[config.mk]
export PLATFORM = sky130hd
export DESIGN_NAME = fetch_stage
export DESIGN_NICKNAME = d
export VERILOG_FILES = /design/src/rtl/fetch_stage.sv
export SDC_FILE = /design/constraint.sdc
export NUM_CORES = 1
export LEC_CHECK = 0
export CORE_MARGIN = 10
export CORE_UTILIZATION = 45
export CTS_CLUSTER_SIZE = 20
export DETAILED_ROUTE_END_ITERATION = 8
export PLACE_DENSITY = 0.75
export SLEW_MARGIN = 30
export SYNTH_ARGS = -nofsm -noshare
export SYNTH_HDL_FRONTEND = slang
export SYNTH_SLANG_ARGS = --single-unit
[constraint.sdc]
create_clock -name clk -period 3.1 [get_ports clk]
set_clock_uncertainty 0.05 [all_clocks]
set_input_delay 0.62 -clock clk [delete_from_list [all_inputs] [get_ports clk]]
set_output_delay 0.62 -clock clk [all_outputs]
set_load 0.05 [all_outputs]
[src/rtl/fetch_stage.sv]
// Instruction-fetch stage: owns the PC, assembles one- and two-word instructions
// into the IF/ID register, and handles redirects and interrupt entry.
module fetch_stage #(
  parameter int                 INST_WIDTH   = 16,
  parameter int                 PC_WIDTH     = 32,
  parameter logic [PC_WIDTH-1:0] RESET_PC    = 32,
  parameter logic [PC_WIDTH-1:0] INT_PC      = 0,
  parameter int                 IMM_FLAG_BIT = 15
) (
  input  logic                  clk,
  input  logic                  reset,
  output logic [PC_WIDTH-1:0]   imem_addr,
  input  logic [INST_WIDTH-1:0] imem_data,
  input  logic                  stall,
  input  logic                  redirect_en,
  input  logic [PC_WIDTH-1:0]   redirect_pc,
  input  logic                  int_req,
  output logic                  if_id_valid,
  output logic [INST_WIDTH-1:0] if_id_instr,
  output logic [INST_WIDTH-1:0] if_id_imm,
  output logic [PC_WIDTH-1:0]   if_id_pc_next,
  output logic                  int_taken,
  output logic [PC_WIDTH-1:0]   int_return_pc
);

  // state | meaning
  // FETCH | expecting an opcode word at pc
  // IMM   | opcode held, expecting its immediate word at pc
  typedef enum logic {FETCH, IMM} state_t;

  state_t                state, state_nxt;
  logic [PC_WIDTH-1:0]   pc, pc_nxt, pc_inc;
  logic [INST_WIDTH-1:0] held, held_nxt;
  logic                  int_pending, pend_nxt;
  logic                  valid_nxt, taken_nxt;
  logic [INST_WIDTH-1:0] instr_nxt, imm_nxt;
  logic [PC_WIDTH-1:0]   pcn_nxt, ret_nxt;

  assign imem_addr = pc;
  assign pc_inc    = pc + PC_WIDTH'(1);

  always_comb begin
    state_nxt = state;
    pc_nxt    = pc;
    held_nxt  = held;
    pend_nxt  = int_pending | int_req;
    valid_nxt = if_id_valid;
    instr_nxt = if_id_instr;
    imm_nxt   = if_id_imm;
    pcn_nxt   = if_id_pc_next;
    taken_nxt = 1'b0;
    ret_nxt   = int_return_pc;

    if (redirect_en) begin
      pc_nxt    = redirect_pc;
      state_nxt = FETCH;
      held_nxt  = '0;
      valid_nxt = 1'b0;
    end else if (stall) begin
      // everything holds; int_taken already defaults low
    end else if (state == FETCH && int_pending) begin
      // only entered from FETCH so a two-word instruction is never split
      taken_nxt = 1'b1;
      ret_nxt   = pc;
      pc_nxt    = INT_PC;
      valid_nxt = 1'b0;
      pend_nxt  = 1'b0;
    end else if (state == FETCH) begin
      pc_nxt = pc_inc;
      if (imem_data[IMM_FLAG_BIT]) begin
        held_nxt  = imem_data;
        state_nxt = IMM;
        valid_nxt = 1'b0;
      end else begin
        valid_nxt = 1'b1;
        instr_nxt = imem_data;
        imm_nxt   = '0;
        pcn_nxt   = pc_inc;
      end
    end else begin
      valid_nxt = 1'b1;
      instr_nxt = held;
      imm_nxt   = imem_data;
      pcn_nxt   = pc_inc;
      pc_nxt    = pc_inc;
      state_nxt = FETCH;
    end
  end

  always_ff @(posedge clk) begin
    if (reset) begin
      state         <= FETCH;
      pc            <= RESET_PC;
      held          <= '0;
      int_pending   <= 1'b0;
      if_id_valid   <= 1'b0;
      if_id_instr   <= '0;
      if_id_imm     <= '0;
      if_id_pc_next <= '0;
      int_taken     <= 1'b0;
      int_return_pc <= '0;
    end else begin
      state         <= state_nxt;
      pc            <= pc_nxt;
      held          <= held_nxt;
      int_pending   <= pend_nxt;
      if_id_valid   <= valid_nxt;
      if_id_instr   <= instr_nxt;
      if_id_imm     <= imm_nxt;
      if_id_pc_next <= pcn_nxt;
      int_taken     <= taken_nxt;
      int_return_pc <= ret_nxt;
    end
  end

endmodule

Word level (Yosys, flattened, before mapping)
Index checks and enable logic that the tools add are counted.

storage, ports and cells
  register bits after elaboration = 148
  bits in latches = 0
  memory bits (writable) = 0
  memory bits (read-only) = 0
  input port bits = 53
  word-level logic and storage cells = 43
  memories = 0

operators by class
  add/subtract/negate cells = 1
  multiply operators = 0
  div/mod/pow operators = 0
  order comparisons = 0
  eq/ne operators = 2
  shift-type cells = 0
  multiplexer cells = 18
  bitwise operators = 5
  reductions and logical operators = 7

operator list
  kind                   number
  $mux 32                5
  $mux 16                4
  $add 32x1->32 const B  1
  $mux 1                 9
  $reduce_and 4->1       2
  $ne 2x1->1 const B     2
  $not 1->1              4
  $reduce_and 3->1       1
  $reduce_or 3->1        1
  $reduce_and 2->1       1
  $reduce_or 2->1        1
  $logic_and 1x1->1      1
  $or 1x1->1             1

Logic depth before layout (Yosys ltp)
  depth in word-level cells = 5
  gate-level depth with buffers = 8
  depth with buffers taken out = 5

Worst setup path after synthesis
OpenSTA, ideal clock, no wires.

  path kind = reg-to-reg
  start = register pc[0], in the netlist imem_addr[0]
  end = register pc[20], in the netlist imem_addr[20]
  library setup time = 79 ps
  arrival = 2,345 ps
  path slack = 626 ps
  cell stages (with the launch flop) = 7
  buffers on the path = 1
  path through = dfxtp_1 > ha_1 > and3_1 > clkbuf_2 > nand4_1 > or4_2 > o211ai_1

between the ends
  longest elaborated chain between the ends = 4

ends and longest elaborated chain
  element                 RTL line  text
  from (decl)             32        logic [PC_WIDTH-1:0] pc, pc_nxt, pc_inc;
  from (signal assigned)  104       pc <= pc_nxt;
  $add 32x1->32           40        assign pc_inc = pc + PC_WIDTH'(1);
  $mux 32                 61        end else if (state == FETCH && int_pending) begin
  $mux 32                 59        end else if (stall) begin
  $mux 32                 54        if (redirect_en) begin

No other way between the ends. The select of a mux whose other input is x is not followed.
A chain may end at the register's enable or synchronous reset.

Worst setup path after layout
  start = register pc[24], in the netlist imem_addr[24]
  end = output port imem_addr[24]

RTL lines
  element    RTL line  text
  to (decl)  12        output logic [PC_WIDTH-1:0] imem_addr,

No word-level cell between the ends.

==> run summary <==
fin crit share - 85.6%
syn_nets - 916
full die area - 20600 um2
CP Cell Sequence - clkdlybuf4s50_1
initial core utilization - 45.6%
register area share after synthesis - 43.0%
WP data required - 2430 ps
drc violations - 0
GPL Wtd Cong - 0.848
largest net degree at the start of global routing - 61
YS warnings - 0
synthesis-stage register bit count - 148
Syn-to-layout area delta - 34.9%
Avg Cell Area, Syn - 7.99 um2
CTS Hold Bufs - 0
leakage power - 3.03 nW
CP Launch Type - flip-flop
die height - 144 um
final worst path period need - 2650 ps
number of global-route vias before repair - 6549
gr usage total - 21.5%
Worst path top cell family by delay - buffers and inverters
DRT iter0 DRCs - 494
Chip Width - 144 um
post-route ant nets - 0
Post-synth ARST share - 0%
critical path type - flip-flop to output pin
layout cells sized above 1 - 7.33%
Post-Syn Instances - 862
port buffer count - 182
vias post-DR - 6987
worst path arrival time - 1980 ps
Slew Limit Fails - 0
Nets - 1050
MaxCap Viol Count - 0
I/O Pins - 183
Hold Fails Final Rpt - 0
Placeable Area - 15100 um2
clock tree buffer depth - 2
PostCTS Resize Cnt - 0
commonest cells after routing, fill and taps aside - clkdlybuf4s50_1 (180), nand2_1 (155), dfxtp_1 (148)
Num CTS Buffers - 17
status - complete, no violations
RSZ-0062 raised after global routing - false
Max stage delay on crit path - 920 ps
Worst Hold Class - flip-flop to flip-flop
# setup viols final - 0
worst-path maximum fanout - 11
PwrDens - 510 nW/um2
peak supply drop - 0.000483 V
Main synth FF type - dfxtp_1
Post-Route WL - 22800 um
mapped cell area - 6890 um2
maximum clock rate - 377 MHz
worst slew pin tran - 727 ps
Avg Vias per Cell - 5.83
CTS H-tree depth - 4
Cells after DPL - 1165
Sum Neg Setup Slack - 0 ps
CP Capture Type - output pin
Post-DP HPWL - 15700 um
Rel. slew slack - 51.5%
routed len/inst - 19.0 um
CP max-delay cell - clkdlybuf4s50_1
clock sink count - 148
clock latency on the worst-skew pair - 440 ps
gr ovfl total - 0
antenna violations before repair - 1
CTS tree - built
commonest non-fill, non-tap cell in the layout - clkdlybuf4s50_1
global-route wire length before repair - 35400 um
root buffer cell - clkbuf_16
row count - 45
WP buf/inv - 1
Reg clk slew, reported paths - 60 ps
DR pass1 iterations - 5
post-synth cell types - 66
final cell count without fillers - 1198
EDFF count, synth - 0
post-CTS setup buffer count - 0
[Yosys cell counts, types with 14 or more instances]
| library cell | n | area share, % |
|---|---|---|
| a22oi_1 | 17 | 1.9 |
| mux2i_1 | 15 | 2.2 |
| a21oi_1 | 74 | 5.4 |
| a211oi_1 | 25 | 2.7 |
| clkbuf_1 | 63 | 3.4 |
| nor2_1 | 95 | 5.2 |
| nand4_1 | 22 | 2.0 |
| a311oi_1 | 15 | 1.9 |
| nor3_1 | 14 | 1.0 |
| or4_1 | 16 | 1.7 |
| o211ai_1 | 21 | 2.3 |
| o21ai_0 | 16 | 1.2 |
| nand2_1 | 155 | 8.4 |
| nand3_1 | 17 | 1.2 |
| dfxtp_1 | 148 | 43 |
[metal layers]
metal / part of all wire (%) / up-vias / global-route usage, %
met5: 0.075 / - / 0
met4: 1.7 / 2 / 7.31
met3: 12 / 37 / 9.37
met2: 46 / 280 / 34.0
met1: 41 / 3306 / 25.6
li1: - / 3362 / -
[state kept, by name, indices dropped and copies added, names as in the netlist]
name           count
int_taken          1
if_id_imm         16
held              16
state              1
int_return_pc     32
imem_addr         32
if_id_instr       16
int_pending        1
if_id_valid        1
if_id_pc_next     32
[path summary, 6_finish.rpt]
| check | from | end | slack (ps) | depth (start not counted) |
|---|---|---|---|---|
| worst max-delay path | imem_addr[24] | imem_addr[24] | 450 | 1 |
| worst max register to register | imem_addr[0] | imem_addr[20] | 640 | 5 |
| worst min register to register | int_return_pc[14] | int_return_pc[14] | 400 | 2 |
| worst min-delay path | int_return_pc[14] | int_return_pc[14] | 400 | 2 |
[power by group]
group          switching, mW  internal, mW  leakage (nW)
sequential            0.0887          1.97          1.20
clock                  0.861          1.10         0.271
combinational          0.455         0.255          1.56
total                   1.41          3.33          3.03
[cell type report]
cell class | instances | area [um2]
inverters | 6 | 22.5
diodes | 1 | 2.50
clock buffers | 21 | 470
repair buffers | 205 | 2000
multi-input cells | 618 | 3500
well taps | 188 | 235
flip-flops and latches | 148 | 2960
clock inverters | 11 | 93.8
fillers | 1366 | 5800
[kinds of logic after synthesis]
group / Yosys count / synth area share (%)
AOI/OAI and AO/OA: 215 / 21.0
and+or+nand+nor: 378 / 26.0
xor gates and xnor gates: 9 / 1.14
adders and majority gates: 1 / 0.182
DFF: 148 / 43.0
buffers and inverters: 96 / 6.41
muxes: 15 / 2.18
[through the flow]
step / utilization (%) / hold WS, ps / cell area, um2 / setup WS (ps) / power, mW
floorplan: - / 386 / 6890 / 626 / 2.53
global placement: 57.8 / 391 / 8720 / 461 / 2.80
detailed placement: 57.8 / 396 / 8720 / 411 / 2.81
CTS: 61.5 / 404 / 9280 / 456 / 4.76
global route: 61.5 / 422 / 9280 / 363 / 4.89
finish: 61.5 / 404 / 9290 / 447 / 4.73
[worst reg2reg max path, stage by stage, from the launching register on]
cell      delay, ps
dfxtp_1         490
ha_1            330
and3_1          240
nand4_1         400
or4_2           770
o211ai_1        100
Note: power is estimated with default switching activity, not from simulation.
